[src/rtl/pipeline_ctrl.sv]
// Pipeline latch/PC sequencer: enables, flushes, data-wait FSM, halt drain, watchdog.
// Optional performance counters are built when PIPE_PERF_EN is defined.
module pipeline_ctrl #(
    parameter int unsigned DWAIT_MAX = 255
) (
    input  logic        CLK,
    input  logic        nRST,
    input  logic        ihit,
    input  logic        dhit,
    input  logic        dmemREN_me,
    input  logic        dmemWEN_me,
    input  logic        halt_me,
    input  logic        idex_memread,
    input  logic [4:0]  idex_rt,
    input  logic [4:0]  ifid_rs,
    input  logic [4:0]  ifid_rt,
    input  logic        pc_redirect,
    output logic        pc_en,
    output logic        ifid_en,
    output logic        idex_en,
    output logic        exme_en,
    output logic        mewb_en,
    output logic        ifid_flush,
    output logic        idex_flush,
    output logic        exme_flush,
    output logic        mewb_flush,
    output logic        dmem_block,
    output logic        halt_out,
    output logic        mem_timeout,
    output logic [31:0] perf_mem_stall,
    output logic [31:0] perf_lu_stall,
    output logic [31:0] perf_br_flush
);

    localparam int unsigned CW = $clog2(DWAIT_MAX + 1);
    localparam logic [CW-1:0] WMAX = CW'(DWAIT_MAX);

    typedef enum logic [1:0] {
        RUN   = 2'd0,
        MDONE = 2'd1,
        HALT  = 2'd2
    } state_e;

    state_e        state_q, state_d;
    logic [CW-1:0] wcnt_q, wcnt_d;
    logic          tmo_q, tmo_d;

    logic mem_req, mem_ok, advance, lu_hazard;
    logic take_redirect, take_bubble, take_halt;

    assign mem_req   = dmemREN_me | dmemWEN_me;
    assign mem_ok    = ~mem_req | dhit | (state_q == MDONE);
    // nRST folded in so every strobe and counter update is dead while reset is held
    assign advance   = nRST & ihit & mem_ok & (state_q != HALT);
    assign lu_hazard = idex_memread & (idex_rt != 5'd0) &
                       ((idex_rt == ifid_rs) | (idex_rt == ifid_rt));

    assign take_redirect = advance & pc_redirect;
    assign take_bubble   = advance & ~pc_redirect & lu_hazard;
    assign take_halt     = advance & halt_me;

    always_comb begin
        state_d = state_q;
        case (state_q)
            RUN: begin
                if (take_halt)
                    state_d = HALT;
                else if (mem_req & dhit & ~advance)
                    state_d = MDONE;
            end
            MDONE: begin
                if (take_halt)
                    state_d = HALT;
                else if (advance)
                    state_d = RUN;
            end
            HALT:    state_d = HALT;
            default: state_d = RUN;
        endcase
    end

    always_comb begin
        wcnt_d = wcnt_q;
        tmo_d  = tmo_q;
        if (~mem_req | dhit) begin
            wcnt_d = '0;
        end else if ((state_q == RUN) && (wcnt_q != WMAX)) begin
            wcnt_d = wcnt_q + 1'b1;
            if (wcnt_d == WMAX)
                tmo_d = 1'b1;
        end
    end

    always_ff @(posedge CLK or negedge nRST) begin
        if (!nRST) begin
            state_q <= RUN;
            wcnt_q  <= '0;
            tmo_q   <= 1'b0;
        end else begin
            state_q <= state_d;
            wcnt_q  <= wcnt_d;
            tmo_q   <= tmo_d;
        end
    end

    always_comb begin
        pc_en      = advance;
        ifid_en    = advance;
        idex_en    = advance;
        exme_en    = advance;
        mewb_en    = advance;
        ifid_flush = 1'b0;
        idex_flush = 1'b0;
        exme_flush = 1'b0;
        mewb_flush = 1'b0;
        if (take_redirect) begin
            ifid_flush = 1'b1;
            idex_flush = 1'b1;
        end
        if (take_bubble) begin
            pc_en      = 1'b0;
            ifid_en    = 1'b0;
            idex_flush = 1'b1;
        end
        // halt drains: only the halt itself retires into MEM/WB
        if (take_halt) begin
            pc_en      = 1'b0;
            ifid_en    = 1'b0;
            idex_en    = 1'b0;
            exme_flush = 1'b1;
        end
    end

    assign dmem_block  = nRST & (state_q == MDONE);
    assign halt_out    = nRST & (state_q == HALT);
    assign mem_timeout = tmo_q;

`ifdef PIPE_PERF_EN
    logic [31:0] pmem_q, plu_q, pbr_q;

    always_ff @(posedge CLK or negedge nRST) begin
        if (!nRST) begin
            pmem_q <= '0;
            plu_q  <= '0;
            pbr_q  <= '0;
        end else begin
            if (!mem_ok && (pmem_q != '1))
                pmem_q <= pmem_q + 32'd1;
            if (take_bubble && (plu_q != '1))
                plu_q <= plu_q + 32'd1;
            if (take_redirect && (pbr_q != '1))
                pbr_q <= pbr_q + 32'd1;
        end
    end

    assign perf_mem_stall = pmem_q;
    assign perf_lu_stall  = plu_q;
    assign perf_br_flush  = pbr_q;
`else
    assign perf_mem_stall = '0;
    assign perf_lu_stall  = '0;
    assign perf_br_flush  = '0;
`endif

endmodule

[config.mk]
export PLATFORM = sky130hd
export DESIGN_NAME = pipeline_ctrl
export DESIGN_NICKNAME = d
export VERILOG_FILES = /design/src/rtl/pipeline_ctrl.sv
export SDC_FILE = /design/constraint.sdc
export NUM_CORES = 1
export LEC_CHECK = 0
export ABC_AREA = 1
export BUFFER_PORTS_ARGS = -buffer_cell sky130_fd_sc_hd__buf_2
export CORE_ASPECT_RATIO = 1.5
export CORE_UTILIZATION = 44
export CTS_CLUSTER_DIAMETER = 40
export DETAILED_ROUTE_END_ITERATION = 12
export PLACE_DENSITY_LB_ADDON = 0.12
export SETUP_SLACK_MARGIN = 0.05
export SLEW_MARGIN = 20
export SYNTH_ARGS = -nofsm -noshare
export SYNTH_HDL_FRONTEND = slang
export SYNTH_SLANG_ARGS = --single-unit
export TNS_END_PERCENT = 100
[constraint.sdc]
create_clock -name CLK -period 3.7 [get_ports CLK]
set_input_delay 0.37 -clock CLK [delete_from_list [all_inputs] [get_ports CLK]]
set_output_delay 0.37 -clock CLK [all_outputs]
set_load 0.02 [all_outputs]
==> reports/summary.txt, run 1 <==
outcome = finished clean
placed insts = 333
Die Ht = 78.03 microns
Worst Hold Class = input port to asynchronous set/reset pin
initial detailed-routing violation count = 39
most used flip-flop cell after synthesis = dfrtp_1
# DRC = 0
post-synthesis cell type with the largest combined area = buf_4
warning count from the yosys run = 0
# Max-Cap Violations = 0
mean post-synth cell area = 6.546 sq um
number of endpoints failing setup at the final stage = 0
sum of negative setup slack = 0 ns
area share of and/or/nand/nor cells after synthesis = 24.72%
Post-Route WL = 2.578 mm
Leak = 1.047 nW
Crit path arrival time = 1.63 ns
pin count of the biggest net entering global routing = 14
Sw Share = 41.39%
Critical Path Fanout Max = 13
fraction of layout cells with a size suffix above 1 = 15.99%
vias post-DR = 1254
CP endpoint kind = output port
Non-Filler Instances = 337
total of flip-flops plus latches after synthesis = 11
internal portion of total power = 214.4 uW
Post-Syn Area = 1695 sq um
Post-CTS Hold Buffers = 0
Routed WL per cell = 7.650 microns
Worst Slack Setup Final = 1.703 ns
chip width = 52.68 microns
part of the power in registers = 33.0%
dominant combinational cell family by area after synthesis = buffers and inverters
IR drop worst, VDD = 0.0002341 V
worst-case setup slack after placement = 1.662 ns
number of unique standard cell types used by synthesis = 24
CP Launch Type = input port
adder-cell area share of the yosys netlist = 1.476%
buffer levels on the longest clock path = 2
global-route usage over all layers = 12.62%
worst reg2reg setup slack = 2.20 ns
clock edge transition at the registers on the reported setup and hold paths = 0.05 ns
post-route ant nets = 0
start-to-end type of the worst setup path = input port to output port
setup skew after layout = 0.003353 ns
list of most frequent post-synthesis cells = 99 x buf_4, 55 x nand2_1, 33 x inv_1
post-synth top area share = 43.84%
sequential share of the synthesized area = 16.24%
multiplexer share of the synthesized area = 0%
number of global-route vias before repair = 959
count leader, synth = buf_4
unrepaired setup endpoints after global routing = no
number of hold violations in the final report = 0
number of synthesized flops with an enable pin = 0
Num CTS Buffers = 3
Fmax = 500.8 MHz
number of max-slew violations in the final report = 0
Core Area = 3682 sq um
drt via density = 3.721
clk_lat worst skew = 0.24 ns
global-route wire length before repair = 3.898 mm
number of levels in the clock H-tree = 1
cell depth of the worst flop-to-flop path = 8
Initial Util = 46.04%
post-synthesis compound-gate area fraction = 4.649%
worst endpoint required time = 3.33 ns
asr flop ratio synth = 100.0%
number of optimization iterations in the first detailed-route pass = 4
pwr/cell area = 231.3 nW/um^2
clock network fraction of total power = 31.6%
Area growth, synth to finish = -6.716%
DPL Wire Length = 2.348 mm
Final period util = 53.97%
clock sink count = 11
clock period minus final worst setup slack = 1.997 ns
Fill cells = 419
top cells by area, synth = buf_4 44%, dfrtp_1 16%, nand2_1 12%
grt total ovfl = 0
antenna cell count = 0
RD Place Congestion = 0.7321
PostCTS Resize Cnt = 0
clock tree from TritonCTS = built
cell count after synthesis = 259
top-level I/O count = 132
Die Area = 4110 sq um
buffers inserted during post-CTS setup optimization = 0
switching power of the nets = 151.4 uW
root buffer cell = clkbuf_8
parity-gate share of the synthesized area counting xor and xnor cells = 1.033%
fin nets = 321
Design Power = 365.8 uW
Cell Rows = 27
number of buffers inserted by port buffering = 34
number of antenna violations at the first check in global routing = 0
combinational share of power = 35.4%
final timing paths:
kind | from | endpoint
worst max-delay path | nRST | ifid_en
worst min-delay path | nRST | state_q[0]
worst max register to register | wcnt_q[1] | mem_timeout
worst min register to register | mem_timeout | mem_timeout
max in group asynchronous | nRST | wcnt_q[3]
min in group CLK | ihit | state_q[0]
worst max-delay path, stage by stage:
cell     delay [ns]
buf_2          0.25
nand2_1        0.11
nor2_1         0.19
nand2_1        0.11
or2_1          0.24
a21oi_1        0.16
buf_2          0.19
per-layer routing:
metal / up-vias / global-route usage (%) / share of wire (%)
met3: 3 / 2.326 / 6.9
li1: 655 / - / -
met1: 535 / 13.58 / 37
met5: - / 0 / 0
met4: 0 / 5.526 / 1.3
met2: 61 / 22.78 / 55
placed cells by master (no fill, tap or decap), types with 3 or more instances in the layout:
cell,n
dfrtp_1,11
nor2_1,20
clkbuf_8,3
buf_2,34
nand4_1,4
inv_1,33
nand3_1,9
conb_1,97
o21ai_1,3
o22ai_1,4
nand2_1,55
cells by family after synthesis:
group / Yosys count
AO/OA/AOI/OAI: 13
XOR/XNOR: 2
adder cells (fa/ha/maj): 2
buffers and inverters: 134
flip-flops: 11
other: 1
AND/OR/NAND/NOR: 96
power by group through the flow:
| stage | logic, mW | registers, mW | clock network [mW] |
|---|---|---|---|
| 4_1_cts | 0.128 | 0.121 | 0.120 |
| 2_1_floorplan | 0.185 | 0.123 | 0 |
| 6_report | 0.130 | 0.121 | 0.116 |
| 3_5_place_dp | 0.128 | 0.122 | 0 |
| 5_1_grt | 0.143 | 0.120 | 0.127 |
| 3_3_place_gp | 0.129 | 0.122 | 0 |
flip-flops by register name (all words and copies together), names as in the netlist:
name         flops
wcnt_q           8
state_q          2
mem_timeout      1
area by class of cell:
type                    instances  area (sq um)  share of cell area [%]
clock buffers                   4         45.04                   2.848
inverters                      35         132.6                   8.386
multi-input cells             210         904.6                   57.20
flip-flops and latches         11         275.3                   17.41
well taps                      43         53.80                   3.402
repair buffers                 34         170.2                   10.76
metrics by stage:
step,area [sq um],hold WS [ns],utilization (%)
after detailed placement,1536,0.2594,41.73
after global routing,1582,0.01885,42.95
after global placement,1536,0.2607,41.73
final,1582,0.004607,42.95
after CTS,1582,0.003748,42.95
after floorplan,2056,0.07441,-
Note: power is estimated with default switching activity, not from simulation.
==> inputs of run 2 (changes only) <==
--- a/config.mk
+++ b/config.mk
@@ -8,7 +8,7 @@
 export ABC_AREA = 1
 export BUFFER_PORTS_ARGS = -buffer_cell sky130_fd_sc_hd__buf_2
 export CORE_ASPECT_RATIO = 1.5
-export CORE_UTILIZATION = 44
+export CORE_UTILIZATION = 40
 export CTS_CLUSTER_DIAMETER = 40
 export DETAILED_ROUTE_END_ITERATION = 12
 export PLACE_DENSITY_LB_ADDON = 0.12
==> constraint.sdc (replaced) <==
create_clock -name CLK -period 1.95 [get_ports CLK]
set_input_delay 0.195 -clock CLK [delete_from_list [all_inputs] [get_ports CLK]]
set_output_delay 0.195 -clock CLK [all_outputs]
set_load 0.02 [all_outputs]
==> run 2 against run 1 <==
Clock power up 100%. Die area up 9.7%. First-iteration DRC count down 36%. Register-to-register slack worse by 1.7 ns. Flip-flop and latch count unchanged. Final area up 2.6%. Non-clock buffer count up 3. Cell count up 1.5%. Clock skew about the same. Largest power group unchanged. Highest routed layer unchanged.
==> reports/summary.txt, run 2 (synthesis results as in run 1) <==
outcome = finished clean (unchanged)
number of optimization iterations in the first detailed-route pass = 4 (unchanged)
clock edge transition at the registers on the reported setup and hold paths = 0.05 ns (about the same)
Post-Route WL = 2.791 mm (was 2.578 mm)
Die Ht = 81.74 microns (was 78.03 microns)
Reg with most FFs = wcnt_q (unchanged)
# Max-Cap Violations = 0 (unchanged)
RD Place Congestion = 0.7724 (was 0.7321)
number of buffers inserted by port buffering = 34 (unchanged)
Final period util = 89.08%
fin nets = 324 (was 321)
Initial Util = 42.45% (was 46.04%)
Fill cells = 442 (was 419)
antenna cell count = 0 (unchanged)
Num CTS Buffers = 3 (unchanged)
post-place instance area = 1546 sq um (was 1536 sq um)
hold slack final = 0.2935 ns (was 0.004607 ns)
Worst Hold Class = input port to flop (was input port to asynchronous set/reset pin)
pin count of the biggest net entering global routing = 13 (was 14)
commonest cells after routing, fill and taps aside = 97 x conb_1, 54 x nand2_1, 33 x inv_1 (was 97 x conb_1, 55 x nand2_1, 34 x buf_2)
CP endpoint kind = output port (unchanged)
start-to-end type of the worst setup path = flop to output port (was input port to output port)
Leak = 1.060 nW (was 1.047 nW)
Core Area = 3994 sq um (was 3682 sq um)
final instance area = 1623 sq um (was 1582 sq um)
root buffer cell = clkbuf_8 (unchanged)
number of global-route vias before repair = 1026 (was 959)
post-route ant nets = 0 (unchanged)
clock tree from TritonCTS = built (unchanged)
global-route usage over all layers = 12.33% (was 12.62%)
number of hold violations in the final report = 0 (unchanged)
number of max-slew violations in the final report = 0 (unchanged)
Cell Rows = 28 (was 27)
Die Area = 4508 sq um (was 4110 sq um)
CP Launch Type = flop (was input port)
drt via density = 3.825 (was 3.721)
Crit path arrival time = 1.54 ns (was 1.63 ns)
Critical Path Fanout Max = 3 (was 13)
Routed WL per cell = 8.161 microns (was 7.650 microns)
flip-flop and latch area = 275.3 sq um (unchanged)
Area growth, synth to finish = -4.280% (was -6.716%)
global-route wire length before repair = 4.064 mm (was 3.898 mm)
clock sink count = 11 (unchanged)
IR drop worst, VDD = 0.0003788 V (was 0.0002341 V)
vias post-DR = 1308 (was 1254)
Fmax = 575.7 MHz
fraction of layout cells with a size suffix above 1 = 17.51% (was 15.99%)
commonest non-fill, non-tap cell in the layout = conb_1 (unchanged)
number of endpoints failing setup at the final stage = 0 (unchanged)
top-level I/O count = 132 (unchanged)
sum of negative setup slack = 0 ns (unchanged)
grt total ovfl = 0 (unchanged)
flip-flop count of the largest register after layout = 8 (unchanged)
initial detailed-routing violation count = 25 (was 39)
pwr/cell area = 439.5 nW/um^2 (was 231.3 nW/um^2)
worst-case setup slack after placement = 0.3952 ns (was 1.662 ns)
clk_lat worst skew = 0.24 ns (about the same)
clock period minus final worst setup slack = 1.737 ns
area of the multi-input gates = 913.4 sq um (was 904.6 sq um)
worst endpoint required time = 1.75 ns (was 3.33 ns)
chip width = 55.16 microns (was 52.68 microns)
unrepaired setup endpoints after global routing = no (unchanged)
# DRC = 0 (unchanged)
number of antenna violations at the first check in global routing = 0 (unchanged)
buffer levels on the longest clock path = 2 (unchanged)
DPL Wire Length = 2.438 mm (was 2.348 mm)
setup skew after layout = 0.003109 ns (was 0.003353 ns)
number of levels in the clock H-tree = 1 (unchanged)
Worst Slack Setup Final = 0.2130 ns (was 1.703 ns)
==> run 2: changes by cell type in the layout (fill, tap and decap cells not counted) <==
cell	before	now
a21oi_2	0	1
nand2_1	55	54
nand2_2	2	3
a21oi_1	1	0
buf_2	34	32
buf_4	0	4
dlygate4sd3_1	0	1
nor2_2	1	2
nor2_1	20	19
==> run 2: metrics by stage <==
step,power [mW],utilization (%),cells
final,0.7132,40.63,342
after floorplan,0.5834,-,355
after CTS,0.7167,40.10,341
after global placement,0.4792,38.72,336
after global routing,0.7615,40.63,342
after detailed placement,0.4793,38.72,336
==> run 2: cell type report <==
type	instances	share of cell area (%)
sequential	11	16.96
tap	45	3.470
clock buffer	4	2.776
inverter	35	8.173
timing repair buffer	37	12.34
multi-input combinational	210	56.28
==> run 2: report_power, final <==
group | leakage [nW] | switching, mW | total (mW) | internal, mW
Combinational | 0.894 | 0.213 | 0.251 | 0.0379
Sequential | 0.143 | 0 | 0.229 | 0.229
Clock | 0.0228 | 0.0897 | 0.234 | 0.144
Total | 1.06 | 0.303 | 0.713 | 0.410
==> run 2: critical path, stage by stage (launching register included) <==
cell	delay, ns
dfrtp_1	0.39
inv_1	0.09
nor2_1	0.07
nor2_2	0.15
nand2_2	0.08
or2_1	0.23
a21oi_2	0.13
buf_4	0.16
==> run 2: routing by layer <==
metal  vias up  GRT usage [%]  part of all wire, %
li1        665              -                    -
met2        74          24.22                   56
met3         5          1.296                  8.8
met4         0          4.500                  1.0
met5         -              0                    0
met1       564          12.46                   35
==> run 2: path summary, 6_finish.rpt <==
| kind | from | to | slack, ns | cells after the start |
|---|---|---|---|---|
| worst max-delay path | state_q[1] | pc_en | 0.21 | 7 |
| worst min-delay path | ihit | state_q[0] | 0.29 | 4 |
| worst max register to register | wcnt_q[1] | wcnt_q[0] | 0.49 | 8 |
| worst min register to register | mem_timeout | mem_timeout | 0.46 | 2 |
| max in group asynchronous | nRST | wcnt_q[5] | 1.37 | 3 |
| min in group asynchronous | nRST | state_q[1] | 0.42 | 3 |
==> run 2: what timing repair did <==
action,in CTS,in global routing
setup buffers,0,1
gates resized for setup,0,5
hold endpoints to repair,11,0
endpoints found under the setup margin,0,2
hold buffers,1,0
==> inputs of run 3 (changes only) <==
--- a/config.mk
+++ b/config.mk
@@ -12,6 +12,8 @@
 export CTS_CLUSTER_DIAMETER = 40
 export DETAILED_ROUTE_END_ITERATION = 12
 export PLACE_DENSITY_LB_ADDON = 0.12
+export RECOVER_POWER = 100
+export REMOVE_ABC_BUFFERS = 1
 export SETUP_SLACK_MARGIN = 0.05
 export SLEW_MARGIN = 20
 export SYNTH_ARGS = -nofsm -noshare
==> constraint.sdc (replaced) <==
create_clock -name CLK -period 1.95 [get_ports CLK]
set_input_delay 0.195 -clock CLK [delete_from_list [all_inputs] [get_ports CLK]]
set_output_delay 0.195 -clock CLK [all_outputs]
set_load 0.01 [all_outputs]
==> run 3 against run 2 <==
Clock power barely moved. Sequential power about the same. Critical endpoint is now ifid_en. Critical path depth did not move. Final area decreased by 2.9%. Highest routed layer unchanged.
==> reports/summary.txt, run 3 (synthesis results as in run 1) <==
Critical Path Fanout Max = 3 (unchanged)
worst endpoint required time = 1.75 ns (about the same)
sum of negative setup slack = 0 ns (unchanged)
commonest cells after routing, fill and taps aside = 97 x conb_1, 56 x nand2_1, 33 x inv_1 (was 97 x conb_1, 54 x nand2_1, 33 x inv_1)
CP Launch Type = flop (unchanged)
DPL Wire Length = 2.446 mm (was 2.438 mm)
number of levels in the clock H-tree = 1 (unchanged)
Initial Util = 42.45% (unchanged)
clock tree from TritonCTS = built (unchanged)
number of optimization iterations in the first detailed-route pass = 4 (unchanged)
fraction of layout cells with a size suffix above 1 = 12.16% (was 17.51%)
number of buffers inserted by port buffering = 34 (unchanged)
number of max-slew violations in the final report = 0 (unchanged)
clk_lat worst skew = 0.24 ns (about the same)
clock edge transition at the registers on the reported setup and hold paths = 0.05 ns (about the same)
clock sink count = 11 (unchanged)
Num CTS Buffers = 3 (unchanged)
setup skew after layout = 0.005171 ns (was 0.003109 ns)
worst-case setup slack after placement = 0.4035 ns (was 0.3952 ns)
antenna cell count = 0 (unchanged)
Area growth, synth to finish = -7.011% (was -4.280%)
Fill cells = 476 (was 442)
Reg with most FFs = wcnt_q (unchanged)
drt via density = 3.789 (was 3.825)
clock period minus final worst setup slack = 1.736 ns (was 1.737 ns)
start-to-end type of the worst setup path = flop to output port (unchanged)
pin count of the biggest net entering global routing = 13 (unchanged)
flip-flop count of the largest register after layout = 8 (unchanged)
RD Place Congestion = 0.8661 (was 0.7724)
global-route usage over all layers = 12.05% (was 12.33%)
# DRC = 0 (unchanged)
outcome = finished clean (unchanged)
IR drop worst, VDD = 0.0003826 V (was 0.0003788 V)
root buffer cell = clkbuf_8 (unchanged)
Post-Route WL = 2.792 mm (was 2.791 mm)
grt total ovfl = 0 (unchanged)
Cell Rows = 28 (unchanged)
CP endpoint kind = output port (unchanged)
Worst Slack Setup Final = 0.2142 ns (was 0.2130 ns)
Fmax = 576.1 MHz (was 575.7 MHz)
commonest non-fill, non-tap cell in the layout = conb_1 (unchanged)
# Max-Cap Violations = 0 (unchanged)
fin nets = 323 (was 324)
top-level I/O count = 132 (unchanged)
Routed WL per cell = 8.188 microns (was 8.161 microns)
Non-Filler Instances = 341 (was 342)
placed insts = 336 (unchanged)
Crit path arrival time = 1.54 ns (about the same)
global-route wire length before repair = 3.898 mm (was 4.064 mm)
Leak = 1.015 nW (was 1.060 nW)
buffer levels on the longest clock path = 2 (unchanged)
number of endpoints failing setup at the final stage = 0 (unchanged)
Die Area = 4508 sq um (unchanged)
Final period util = 89.02% (was 89.08%)
Die Ht = 81.74 microns (unchanged)
pwr/cell area = 401.4 nW/um^2 (was 439.5 nW/um^2)
unrepaired setup endpoints after global routing = no (unchanged)
post-route ant nets = 0 (unchanged)
vias post-DR = 1292 (was 1308)
number of hold violations in the final report = 0 (unchanged)
initial detailed-routing violation count = 18 (was 25)
Worst Hold Class = input port to flop (unchanged)
Core Area = 3994 sq um (unchanged)
chip width = 55.16 microns (unchanged)
number of global-route vias before repair = 1003 (was 1026)
number of antenna violations at the first check in global routing = 0 (unchanged)
==> run 3: cell types whose count changed in the layout (fill, tap and decap cells not counted), sizes merged <==
| cell | change |
|---|---|
| buf | -11 |
| clkbuf | +10 |
==> run 3: power by group <==
group          total (mW)  switching [mW]  internal [mW]
clock network       0.236          0.0921          0.144
registers           0.229               0          0.229
logic               0.168           0.131         0.0372
==> run 3: path summary, 6_finish.rpt <==
path	slack, ns	cells after the start	start	end
worst max register to register	0.30	8	wcnt_q[1]	wcnt_q[0]
max in group asynchronous	1.33	3	nRST	wcnt_q[3]
worst min-delay path	0.30	4	ihit	state_q[0]
worst max-delay path	0.21	7	state_q[1]	ifid_en
min in group asynchronous	0.46	3	nRST	state_q[1]
worst min register to register	0.46	2	mem_timeout	mem_timeout
==> run 3: layout make-up <==
class | count | area [sq um] | area share [%]
clock buffer | 4 | 45.04 | 2.857
inverter | 35 | 132.6 | 8.413
multi-input combinational | 210 | 892.1 | 56.59
sequential | 11 | 275.3 | 17.46
tap | 45 | 56.30 | 3.571
timing repair buffer | 36 | 175.2 | 11.11
==> run 3: through the flow <==
stage	hold WS (ns)	cell area [sq um]	total power, mW	utilization (%)
3_5_place_dp	0.1615	1546	0.3968	38.72
5_1_grt	0.3324	1577	0.6844	39.47
2_1_floorplan	-0.1006	1313	0.3522	-
4_1_cts	0.2999	1602	0.6374	40.10
3_3_place_gp	0.1622	1546	0.3965	38.72
6_report	0.3004	1577	0.6328	39.47
==> run 3: critical path: stages (launching register included) <==
cell and delay (ns):
dfrtp_1 0.39, inv_1 0.09, nor2_1 0.06, nor2_2 0.12, nand2_1 0.09, or2_0 0.25, a21oi_2 0.14, clkbuf_1 0.16
==> run 3: metal layers <==
layer	wire length (microns)	up-vias	global-route usage, %
li1	-	662	-
met1	967	554	12.16
met2	1469	69	22.05
met3	281	7	1.852
met4	72	0	7.000
met5	0	-	0
==> run 3: timing repair <==
| item | CTS | global route |
|---|---|---|
| buffers inserted | 0 | 0 |
| setup endpoints to repair | 0 | 2 |
| hold buffers | 1 | 0 |
| gates resized for setup | 0 | 2 |
| hold endpoints to repair | 11 | 0 |
